==> config.mk <==
export PLATFORM = sky130hd
export DESIGN_NAME = fifo_wr_arbiter
export DESIGN_NICKNAME = d
export VERILOG_FILES = /design/src/rtl/fifo_wr_arbiter.sv
export SDC_FILE = /design/constraint.sdc
export NUM_CORES = 1
export LEC_CHECK = 0
export CAP_MARGIN = 0
export CELL_PAD_IN_SITES_DETAIL_PLACEMENT = 1
export CELL_PAD_IN_SITES_GLOBAL_PLACEMENT = 1
export CORE_ASPECT_RATIO = 0.75
export CORE_MARGIN = 10
export CORE_UTILIZATION = 33
export CTS_BUF_LIST = sky130_fd_sc_hd__clkbuf_4
export DETAILED_ROUTE_END_ITERATION = 16
export PLACE_DENSITY = 0.81
export SLEW_MARGIN = 20
export SYNTH_ARGS = -nofsm -noshare
export SYNTH_HDL_FRONTEND = slang
export SYNTH_SLANG_ARGS = --single-unit
==> constraint.sdc <==
create_clock -name clk_i -period 4.5 [get_ports clk_i]
set_input_delay 0.45 -clock clk_i [delete_from_list [all_inputs] [get_ports clk_i]]
set_output_delay 0.45 -clock clk_i [all_outputs]
set_load 0.05 [all_outputs]
==> src/rtl/fifo_wr_arbiter.sv <==
// Round-robin burst arbiter sharing one async-FIFO write port among NUM_REQ requesters.
// Optional stall statistic counter enabled by defining FIFO_ARB_STAT_EN.
module fifo_wr_arbiter #(
  parameter int unsigned NUM_REQ   = 4,
  parameter int unsigned WIDTH     = 4,
  parameter int unsigned MAX_BURST = 4,
  parameter int unsigned CNT_WIDTH = 16
) (
  input  logic                       clk_i,
  input  logic                       reset_n_i,
  input  logic [NUM_REQ-1:0]         req_i,
  input  logic [NUM_REQ*WIDTH-1:0]   data_i,
  input  logic                       full_i,
  output logic [NUM_REQ-1:0]         gnt_o,
  output logic                       wr_en_o,
  output logic [WIDTH-1:0]           wdata_o,
  output logic                       busy_o
`ifdef FIFO_ARB_STAT_EN
  ,
  output logic [CNT_WIDTH-1:0]       stall_cnt_o
`endif
);

  localparam int unsigned IDX_W  = $clog2(NUM_REQ);
  localparam int unsigned BEAT_W = $clog2(MAX_BURST + 1);

  if (NUM_REQ < 2 || MAX_BURST < 1 || CNT_WIDTH < 1) begin : g_bad_param
    $error("fifo_wr_arbiter: illegal parameter combination");
  end

  typedef enum logic {IDLE, BURST} state_t;

  state_t             state, state_nxt;
  logic [IDX_W-1:0]   owner, owner_nxt;
  logic [IDX_W-1:0]   rr_ptr, rr_nxt;
  logic [BEAT_W-1:0]  beat_cnt, beat_nxt;
  logic [BEAT_W-1:0]  beat_inc;
  logic [NUM_REQ-1:0] gnt_c;
  logic [IDX_W-1:0]   cand, pidx;
  logic               found;

  function automatic logic [IDX_W-1:0] next_idx(input logic [IDX_W-1:0] i);
    return (32'(i) == NUM_REQ - 1) ? '0 : i + IDX_W'(1);
  endfunction

  // First requester at or after rr_ptr, wrapping cyclically
  always_comb begin
    found = 1'b0;
    cand  = '0;
    pidx  = '0;
    for (int unsigned k = 0; k < NUM_REQ; k++) begin
      pidx = IDX_W'((32'(rr_ptr) + k) % NUM_REQ);
      if (!found && req_i[pidx]) begin
        found = 1'b1;
        cand  = pidx;
      end
    end
  end

  assign beat_inc = beat_cnt + BEAT_W'(1);

  always_ff @(posedge clk_i or negedge reset_n_i) begin
    if (!reset_n_i) begin
      state    <= IDLE;
      owner    <= '0;
      rr_ptr   <= '0;
      beat_cnt <= '0;
    end else begin
      state    <= state_nxt;
      owner    <= owner_nxt;
      rr_ptr   <= rr_nxt;
      beat_cnt <= beat_nxt;
    end
  end

  always_comb begin
    state_nxt = state;
    owner_nxt = owner;
    rr_nxt    = rr_ptr;
    beat_nxt  = beat_cnt;
    gnt_c     = '0;
    unique case (state)
      IDLE: begin
        if (found && !full_i) begin
          gnt_c[cand] = 1'b1;
          if (MAX_BURST == 1) begin
            rr_nxt = next_idx(cand);
          end else begin
            state_nxt = BURST;
            owner_nxt = cand;
            beat_nxt  = BEAT_W'(1);
          end
        end
      end
      BURST: begin
        if (!req_i[owner]) begin
          // Owner released early: hand the pointer past it
          state_nxt = IDLE;
          rr_nxt    = next_idx(owner);
          beat_nxt  = '0;
        end else if (!full_i) begin
          gnt_c[owner] = 1'b1;
          if (beat_inc == BEAT_W'(MAX_BURST)) begin
            state_nxt = IDLE;
            rr_nxt    = next_idx(owner);
            beat_nxt  = '0;
          end else begin
            beat_nxt = beat_inc;
          end
        end
      end
      default: state_nxt = IDLE;
    endcase
  end

  // Reset masks the combinational outputs without waiting for a clock edge
  assign gnt_o   = reset_n_i ? gnt_c : '0;
  assign wr_en_o = |gnt_o;
  assign busy_o  = reset_n_i && (state == BURST);

  always_comb begin
    wdata_o = '0;
    for (int unsigned i = 0; i < NUM_REQ; i++) begin
      if (gnt_o[i]) wdata_o = data_i[i*WIDTH +: WIDTH];
    end
  end

`ifdef FIFO_ARB_STAT_EN
  logic stall_c;

  // Cycles where a grant was withheld only because the FIFO was full
  assign stall_c = full_i && (((state == IDLE) && (|req_i)) ||
                              ((state == BURST) && req_i[owner]));

  always_ff @(posedge clk_i or negedge reset_n_i) begin
    if (!reset_n_i) begin
      stall_cnt_o <= '0;
    end else if (stall_c && (stall_cnt_o != {CNT_WIDTH{1'b1}})) begin
      stall_cnt_o <= stall_cnt_o + CNT_WIDTH'(1);
    end
  end
`endif

endmodule

* Word level (Yosys, flattened, before mapping) *
Cells that the tools add are included.
Widths: inputs -> output; s select.

operators by class
  add/subtract/negate cells = 5
  multipliers = 0
  divide/modulo/power cells = 0
  $lt $le $gt $ge = 8
  equal/unequal tests = 6
  shift operators = 0
  mux-type cells = 45
  bitwise gates (word level) = 1
  reduce and logical (&&, ||, !) cells = 15

operators by type and width
  operator             count
  $mux 4               8
  $lt 2x3->1 const B   6
  $mux 2               8
  $mux 1               15
  $mux 3               4
  $bmux 1 s2           5
  $pmux 4 s2           1
  $logic_and 1x1->1    7
  $pmux 3 s2           1
  $add 2x1->2 const B  2
  $add 2x2->2 const B  2
  $demux 1 s2          2
  $ge 2x1->1 const B   2
  $logic_not 1->1      4
  $ne 2x2->1 const B   2
  $reduce_and 2->1     2
  $reduce_or 4->1      1
  $add 3x1->3 const B  1
  $eq 3x3->1 const B   1
  $ne 3x3->1 const B   1
  $reduce_and 3->1     1
  $eq 2x2->1 const B   1
  $ne 2x1->1 const B   1
  $pmux 1 s2           1
  $not 1->1            1

word-level totals
  flip-flop bits (word level) = 8
  bits in latches = 0
  bits in writable memories = 0
  bits in read-only memories = 0
  input bits = 23
  output and inout bits = 10
  word-level logic and storage cells = 84
  memories kept = 0

* Longest topological paths before layout *
Gate-level depths: netlist of the first run.

  depth after elaboration = 23
  gate-level depth with buffers = 7
  mapped depth without buffers = 7

* Worst setup path after synthesis of the first run *
No wires, ideal clock.

  path type = reg-to-output
  from = register state
  to = output wr_en_o
  arrival time = 2.154 ns
  data required time = 4.050 ns
  slack = 1.896 ns
  cell stages (with the launch flop) = 7
  path buffers = 2
  cell sequence = dfrtp_1 > buf_2 > or3_4 > and3b_1 > buf_6 > nor2_1 > a31oi_1

on the way
  word-level cells in the longest chain between the ends = 4

RTL lines
  element                     RTL line  text
  start, declared             33        state_t state, state_nxt;
  start signal, assigned      69        state <= state_nxt;
  $not 1->1 (no source line)  -
  $pmux 4 s2 *                82        unique case (state)
  $mux 4 *                    117       assign gnt_o = reset_n_i ? gnt_c : '0;
  $reduce_or 4->1 *           118       assign wr_en_o = |gnt_o;
  end, declared               15        output logic wr_en_o,

Every way passes the cells marked *; elsewhere a longest branch is shown, timed or not.

* Worst setup path in the final report of the first run *
  from = input req_i[3]
  to = output wdata_o[3]

on the way
  word-level cells in the longest chain between the ends = 23

RTL lines
  element                                  RTL line  text
  start, declared                          11        input logic [NUM_REQ-1:0] req_i,
  $bmux 1 s2                               53        if (!found && req_i[pidx]) begin
  $mux 1 (implied by the code)             53
  $mux 1                                   53
  $logic_not 1->1                          53
  $logic_and 1x1->1                        53
  $mux 1                                   53
  $logic_not 1->1                          53
  $logic_and 1x1->1                        53
  (+5 left out)                            -
  $logic_and 1x1->1 (implied by the code)  85        gnt_c[cand] = 1'b1;
  $mux 1 (implied by the code)             85
  $demux 1 s2                              85
  $mux 4                                   84        if (found && !full_i) begin
  $pmux 4 s2 *                             82
  $mux 4 *                                 117
  $mux 4 (3 in a row)                      124       if (gnt_o[i]) wdata_o = data_i[i*WIDTH +: WIDTH];
  $mux 4 *                                 124
  end, declared                            16        output logic [WIDTH-1:0] wdata_o,

Every way passes the cells marked *; elsewhere a longest branch is shown, timed or not. The select of a mux whose other input is x is not followed.

==> impl_metrics.sql, run 1 <==
INSERT INTO impl_metrics (metric_group, metric, value, unit) VALUES
('route', 'drt-total-wl', '3.23', 'mm'),
('pwr', 'peak_supply_drop', '335', 'uV'),
('critical_path', 'worst_ep_arrival_time', '3.29', 'ns'),
('timing', 'grt_setup_unrepaired', 'false', ''),
('synth', 'yosys_warnings', '0', ''),
('timing', 'fin_crit', '3.74', 'ns'),
('global_route', 'antenna_violations_before_repair', '0', ''),
('synth', 'synthesis.area_per_instance', '8.52', 'um^2'),
('place', 'placed_area', '1240', 'um^2'),
('clocking', 'path_clk_slew', '0.06', 'ns'),
('clocking', 'clock-sinks', '8', ''),
('clocking', 'cts_made_buffers', '3', ''),
('route', 'drc_errors', '0', ''),
('route', 'avgViaCountPerCell', '5.29', ''),
('critical_path', 'r2r_slack', '2.76', 'ns'),
('timing', 'hold_viol_final', '0', ''),
('critical_path', 'critical-path-slowest-cell', 'sky130_fd_sc_hd__clkdlybuf4s50_1', ''),
('global_route', 'grt_use_total', '12.6', '%'),
('clocking', 'cts_max_path_buffers', '2', ''),
('pwr', 'power.density_cell_area', '521', 'nW/um^2'),
('synth', 'post-synth-top-area-cell', 'sky130_fd_sc_hd__dfrtp_1', ''),
('floorplan', 'start_util', '34.3', '%'),
('critical_path', 'worstPathRequired', '4.05', 'ns'),
('final_layout', 'area.sequential', '200', 'um^2'),
('global_route', 'grt_start_max_net_pins', '12', ''),
('floorplan', 'fp-row-count', '16', ''),
('critical_path', 'cp_num_buf_inv', '2', ''),
('clocking', 'htreeDepth', '1', ''),
('clocking', 'postCtsSetupBuffers', '0', ''),
('final_layout', 'num-nets-final', '168', ''),
('synth', 'post_synthesis_cell_area', '886', 'um^2'),
('route', 'antenna_violating_nets_post_route', '0', ''),
('critical_path', 'cp-start-kind', 'primary input', ''),
('final_layout', 'drive_gt1_share', '13.9', '%'),
('synth', 'synth.net_count', '133', ''),
('final_layout', 'fillers', '302', ''),
('final_layout', 'synthToLayoutAreaGrowth', '42.2', '%'),
('synth', 'synth-edff-count', '0', ''),
('synth', 'synth_top_family_by_area', 'compound AO/OA/AOI/OAI gates', ''),
('critical_path', 'regToRegEndpoint', 'rr_ptr[1]', ''),
('timing', 'timing_limited_maximum_frequency', '268', 'MHz'),
('critical_path', 'r2r_cells', '6', ''),
('critical_path', 'timing.critical_path.cells', 'clkdlybuf4s50_1, nor4_1, or3_4, and3b_1, a22o_1, nand2_2, o221a_2, clkdlybuf4s50_1', ''),
('pwr', 'leakagePower', '0.521', 'nW'),
('route', 'route.detailed.wl_per_inst', '18.6', 'um'),
('final_layout', 'fin_util', '48.8', '%'),
('outcome', 'run_status', 'complete, no violations', ''),
('critical_path', 'critPathMaxStageDelay', '0.81', 'ns'),
('timing', 'worst_pin_slew', '0.526', 'ns'),
('pwr', 'sequentialPowerShare', '24.2', '%'),
('synth', 'number_of_distinct_standard_cells_referenced_by_the_synthesized_netlist', '41', ''),
('pwr', 'power.clock.fraction', '8.5', '%'),
('synth', 'yosys_register_bits', '8', ''),
('min_path', 'min_delay_worst_endpoint', 'rr_ptr[0]', ''),
('synth', 'synth_compound_gate_area_share', '32.1', '%'),
('critical_path', 'category_of_the_worst_setup_path_capture_point', 'output pin', ''),
('final_layout', 'antenna_cells_inserted', '0', ''),
('clocking', 'tritoncts', 'built', ''),
('synth', 'synth-main-ff-cell', 'sky130_fd_sc_hd__dfrtp_1', ''),
('route', 'met2_wirelength', '1.61', 'mm'),
('synth', 'synthArstFlopShare', '100', '%'),
('pwr', 'power_report.internal_total', '0.320', 'mW'),
('floorplan', 'overall_die_height', '64.9', 'um'),
('place', 'placement.io_buffers', '32', ''),
('synth', 'post_synth_inst_count', '104', ''),
('critical_path', 'crit_path_start', 'req_i[3]', ''),
('synth', 'multiplexer_share_of_the_synthesized_area', '4.94', '%'),
('synth', 'ys_top_cells_by_area', 'sky130_fd_sc_hd__dfrtp_1, sky130_fd_sc_hd__ha_1, sky130_fd_sc_hd__nand2_1', ''),
('run', 'maxCapViolCount', '0', ''),
('route', 'top_metal_layer_carrying_routed_signals', 'met4', ''),
('place', 'gp_congestion', '0.796', '');
## layout make-up
class,instances,area share [%]
multi-input combinational,85,50.3
timing repair buffer,33,26.0
clock buffer,3,1.79
sequential,8,15.9
inverter,8,2.38
tap,36,3.57
## power by group through the flow
stage               registers (mW)  clock network (mW)  logic, mW
global placement             0.154                   0      0.419
CTS                          0.159              0.0585      0.443
global route                 0.166              0.0643      0.475
finish                       0.159              0.0558      0.442
floorplan                    0.133                   0      0.326
detailed placement           0.159                   0      0.441
## stage by stage
| stage | power [mW] | worst slack, ns | cells | hold slack (ns) |
|---|---|---|---|---|
| floorplan | 0.459 | 1.90 | 104 | 0.154 |
| global placement | 0.572 | 0.810 | 170 | 0.508 |
| detailed placement | 0.600 | 0.758 | 170 | 0.533 |
| CTS | 0.660 | 0.736 | 173 | 0.547 |
| global route | 0.706 | 0.611 | 173 | 0.567 |
| finish | 0.657 | 0.762 | 173 | 0.545 |
## flip-flops by register name, indices dropped and copies added, names as in the netlist
name and count:
beat_cnt 3, owner 2, state 1, rr_ptr 2
## how the worst max path moves through the flow
stage,end,slack (ns),cells past startpoint
finish,wdata_o[3],0.76,8
global route,wdata_o[3],0.61,8
CTS,wdata_o[0],0.74,8
detailed placement,wdata_o[3],0.76,8
global placement,wdata_o[0],0.81,8
floorplan,wr_en_o,1.90,6
## placed cells by master (no fill, tap or decap), drive strengths merged, types with 2 or more instances in the layout
cell           netlist  layout
a21oi                3       3
a22o                 2       2
a22oi                2       2
and2                 2       2
clkbuf               0       3
clkdlybuf4s50        0      32
dfrtp                8       8
ha                   6       6
inv                  8       8
mux2                 3       3
nand2               17      17
nand2b               2       2
nand3b               2       2
nor2                 9       9
nor2b                4       4
o21a                 2       2
o21ai                6       6
o221a                4       4
o221ai               5       5
o2bb2ai              3       3
## kinds of logic (layout without fill, tap and decap cells)
group	count (synthesis)	count (layout)
and+or+nand+nor	42	42
AOI/OAI and AO/OA	32	32
xor gates and xnor gates	1	1
buffers and inverters	11	44
DFF	8	8
adders and majority gates	6	6
muxes	4	4
## per-layer routing
metal | up-vias | global-route usage [%]
met5 | - | 0
met4 | 0 | 3.95
met3 | 2 | 2.07
met2 | 16 | 20.9
met1 | 449 | 16.1
li1 | 449 | -
No activity file was read; power rests on OpenSTA's default activity.
==> run 2, diff against run 1 <==
--- a/config.mk
+++ b/config.mk
@@ -10,10 +10,10 @@
 export CELL_PAD_IN_SITES_GLOBAL_PLACEMENT = 1
 export CORE_ASPECT_RATIO = 0.75
 export CORE_MARGIN = 10
-export CORE_UTILIZATION = 33
+export CORE_UTILIZATION = 29
 export CTS_BUF_LIST = sky130_fd_sc_hd__clkbuf_4
 export DETAILED_ROUTE_END_ITERATION = 16
-export PLACE_DENSITY = 0.81
+export PLACE_DENSITY = 0.76
 export SLEW_MARGIN = 20
 export SYNTH_ARGS = -nofsm -noshare
 export SYNTH_HDL_FRONTEND = slang
==> constraint.sdc (replaced) <==
create_clock -name clk_i -period 3.36 [get_ports clk_i]
set_input_delay 0.336 -clock clk_i [delete_from_list [all_inputs] [get_ports clk_i]]
set_output_delay 0.336 -clock clk_i [all_outputs]
set_load 0.05 [all_outputs]
==> run 2 against run 1 <==
Routed wire length up 4.7%. Register-to-register slack worse by 1.2 ns. Non-clock buffer count rose by 2. Clock power increased by 34%. Via count increased by 3.5%. Final cell count increased by 2.3%. Flip-flop and latch count is the same. Die area increased by 9.9%.
==> impl_metrics.sql, run 2 (synthesized netlist as in run 1, its figures left out) <==
INSERT INTO impl_metrics (metric_group, metric, value, unit) VALUES
('final_layout', 'multiInputGateArea', '634', 'um^2'),
('critical_path', 'critPathTopFamily', 'buffers and inverters', ''),
('final_layout', 'fillers', '350', ''),
('route', 'drt-total-wl', '3.38', 'mm'),
('route', 'dr_total_vias', '948', ''),
('pwr', 'leakagePower', '0.559', 'nW'),
('critical_path', 'worstPathRequired', '3.02', 'ns'),
('critical_path', 'timing_worst_setup_path_type', 'in2out', ''),
('place', 'gp_congestion', '0.785', ''),
('timing', 'worst_pin_slew', '0.499', 'ns'),
('timing', 'finalSetupViolations', '0', ''),
('pwr', 'peak_supply_drop', '281', 'uV'),
('clocking', 'htreeDepth', '1', ''),
('timing', 'final_max_slew_viol_count', '0', ''),
('place', 'detailedPlacementHpwl', '2.90', 'mm'),
('critical_path', 'critical-path-slowest-cell', 'sky130_fd_sc_hd__clkdlybuf4s50_1', ''),
('clocking', 'clock-sinks', '8', ''),
('clocking', 'post_cts_hold_buffer_count', '0', ''),
('route', 'antenna_violating_nets_post_route', '0', ''),
('global_route', 'grt_use_total', '11.6', '%'),
('clocking', 'cts_repair_resize_count', '0', ''),
('clocking', 'postCtsSetupBuffers', '0', ''),
('final_layout', 'antenna_cells_inserted', '0', ''),
('clocking', 'tritoncts', 'built', ''),
('critical_path', 'cp-start-kind', 'primary input', ''),
('final_layout', 'layout_common_cells', 'sky130_fd_sc_hd__clkdlybuf4s50_1, sky130_fd_sc_hd__nand2_1, sky130_fd_sc_hd__nor2_1, sky130_fd_sc_hd__inv_1, sky130_fd_sc_hd__dfrtp_1', ''),
('floorplan', 'ioPinCount', '33', ''),
('timing', 'timing.slew.headroom', '66.7', '%'),
('place', 'placement.io_buffers', '32', ''),
('final_layout', 'synthToLayoutAreaGrowth', '47.6', '%'),
('timing', 'grt_setup_unrepaired', 'false', ''),
('final_layout', 'most_frequent_standard_cell_in_the_layout_excluding_fill_and_tap_cells', 'sky130_fd_sc_hd__clkdlybuf4s50_1', ''),
('final_layout', 'largestRegisters', 'beat_cnt x3, owner x2, rr_ptr x2', ''),
('timing', 'final_min_period_over_clock_period', '92.3', '%'),
('final_layout', 'largest_reg_flops', '3', ''),
('timing', 'fin_crit', '3.10', 'ns'),
('floorplan', 'start_util', '30.2', '%'),
('pwr', 'power.density_cell_area', '712', 'nW/um^2'),
('critical_path', 'worst_ep_arrival_time', '2.76', 'ns'),
('critical_path', 'critical_path.max_fanout', '5', ''),
('final_layout', 'fin_util', '44.5', '%'),
('min_path', 'hold_path_class', 'in2async', ''),
('global_route', 'grt.overflow.total', '0', ''),
('critical_path', 'critPathMaxStageDelay', '0.70', 'ns'),
('route', 'avgViaCountPerCell', '5.36', ''),
('timing', 'max_clock_skew', '0.00819', 'ns'),
('route', 'drc_errors', '0', ''),
('final_layout', 'drive_gt1_share', '20.9', '%'),
('global_route', 'antenna_violations_before_repair', '0', ''),
('route', 'detail_route.iter0.violations', '61', ''),
('final_layout', 'register_bank_with_the_most_flops', 'beat_cnt', ''),
('timing', 'whs', '0.400', 'ns'),
('global_route', 'grt_first_pass_wirelength', '5.31', 'mm'),
('clocking', 'cts_max_path_buffers', '2', ''),
('clocking', 'cts_made_buffers', '3', ''),
('route', 'iteration_count_of_the_initial_detailed_routing_pass', '4', ''),
('global_route', 'number_of_global_route_vias_before_repair', '1053', ''),
('place', 'dp_cells', '174', ''),
('timing', 'hold_viol_final', '0', ''),
('clocking', 'path_clk_slew', '0.06', 'ns'),
('run', 'maxCapViolCount', '0', ''),
('final_layout', 'num-nets-final', '170', ''),
('critical_path', 'cp_num_buf_inv', '2', ''),
('critical_path', 'timing.critical_path.cells', 'clkdlybuf4s50_1, nor2_1, or4b_4, and2_4, a22oi_1, nor2_1, clkdlybuf4s50_1', ''),
('floorplan', 'die-width', '83.8', 'um'),
('clocking', 'clk-insertion-delay-late', '0.26', 'ns'),
('floorplan', 'overall_die_height', '67.9', 'um'),
('final_layout', 'area.sequential', '200', 'um^2'),
('global_route', 'grt_start_max_net_pins', '13', ''),
('outcome', 'run_status', 'complete, no violations', ''),
('floorplan', 'fp-row-count', '17', ''),
('clocking', 'cts.root.buffer_cell', 'sky130_fd_sc_hd__clkbuf_4', ''),
('route', 'route.detailed.wl_per_inst', '19.1', 'um'),
('timing', 'timing_limited_maximum_frequency', '323', 'MHz'),
('timing', 'setup-tns-final', '0', 'ns'),
('floorplan', 'core_area', '2940', 'um^2'),
('floorplan', 'design.die.area', '5690', 'um^2'),
('final_layout', 'stdcell_count', '177', ''),
('critical_path', 'category_of_the_worst_setup_path_capture_point', 'output pin', '');
## run 2: area by class of cell
class / instances / share of cell area [%]
inverter: 8 / 2.30
multi-input combinational: 85 / 48.5
sequential: 8 / 15.3
clock buffer: 3 / 1.72
tap: 38 / 3.64
timing repair buffer: 35 / 28.5
## run 2: layer usage
layer / track usage, % / part of all wire, %
met2: 21.7 / 52
met3: 2.02 / 3.4
met1: 13.2 / 43
met4: 4.38 / 1.5
met5: 0 / 0
## run 2: through the flow
stage / instance area (um^2) / setup WS (ns) / total power, mW
CTS: 1310 / 0.251 / 0.935
finish: 1310 / 0.260 / 0.931
global route: 1310 / 0.153 / 0.995
floorplan: 886 / 0.870 / 0.615
global placement: 1280 / 0.357 / 0.817
detailed placement: 1280 / 0.266 / 0.857
## run 2: worst paths after layout
kind	end	slack (ns)	depth (start not counted)	from
worst max-delay path	gnt_o[0]	0.26	7	req_i[3]
worst min-delay path	beat_cnt[0]	0.40	1	reset_n_i
worst max register to register	rr_ptr[1]	1.60	6	owner[1]
worst min register to register	beat_cnt[2]	0.53	1	beat_cnt[2]
max in group asynchronous	rr_ptr[1]	2.51	2	reset_n_i
min in group clk_i	beat_cnt[2]	0.53	1	beat_cnt[2]
## run 2: worst reg2reg max path: cells and delay by family, from the launching register on
| family | cells | cell delay (ns) |
|---|---|---|
| compound gates | 2 | 0.18 |
| flops | 1 | 0.50 |
| mux | 2 | 0.74 |
| simple gates | 2 | 0.22 |
## run 2: where the power goes
part	total (mW)	leakage, nW	switching [mW]	internal (mW)
registers	0.213	0.0990	0.0738	0.139
clock network	0.0747	0.0138	0.0338	0.0409
logic	0.643	0.446	0.358	0.284
total	0.931	0.559	0.466	0.465
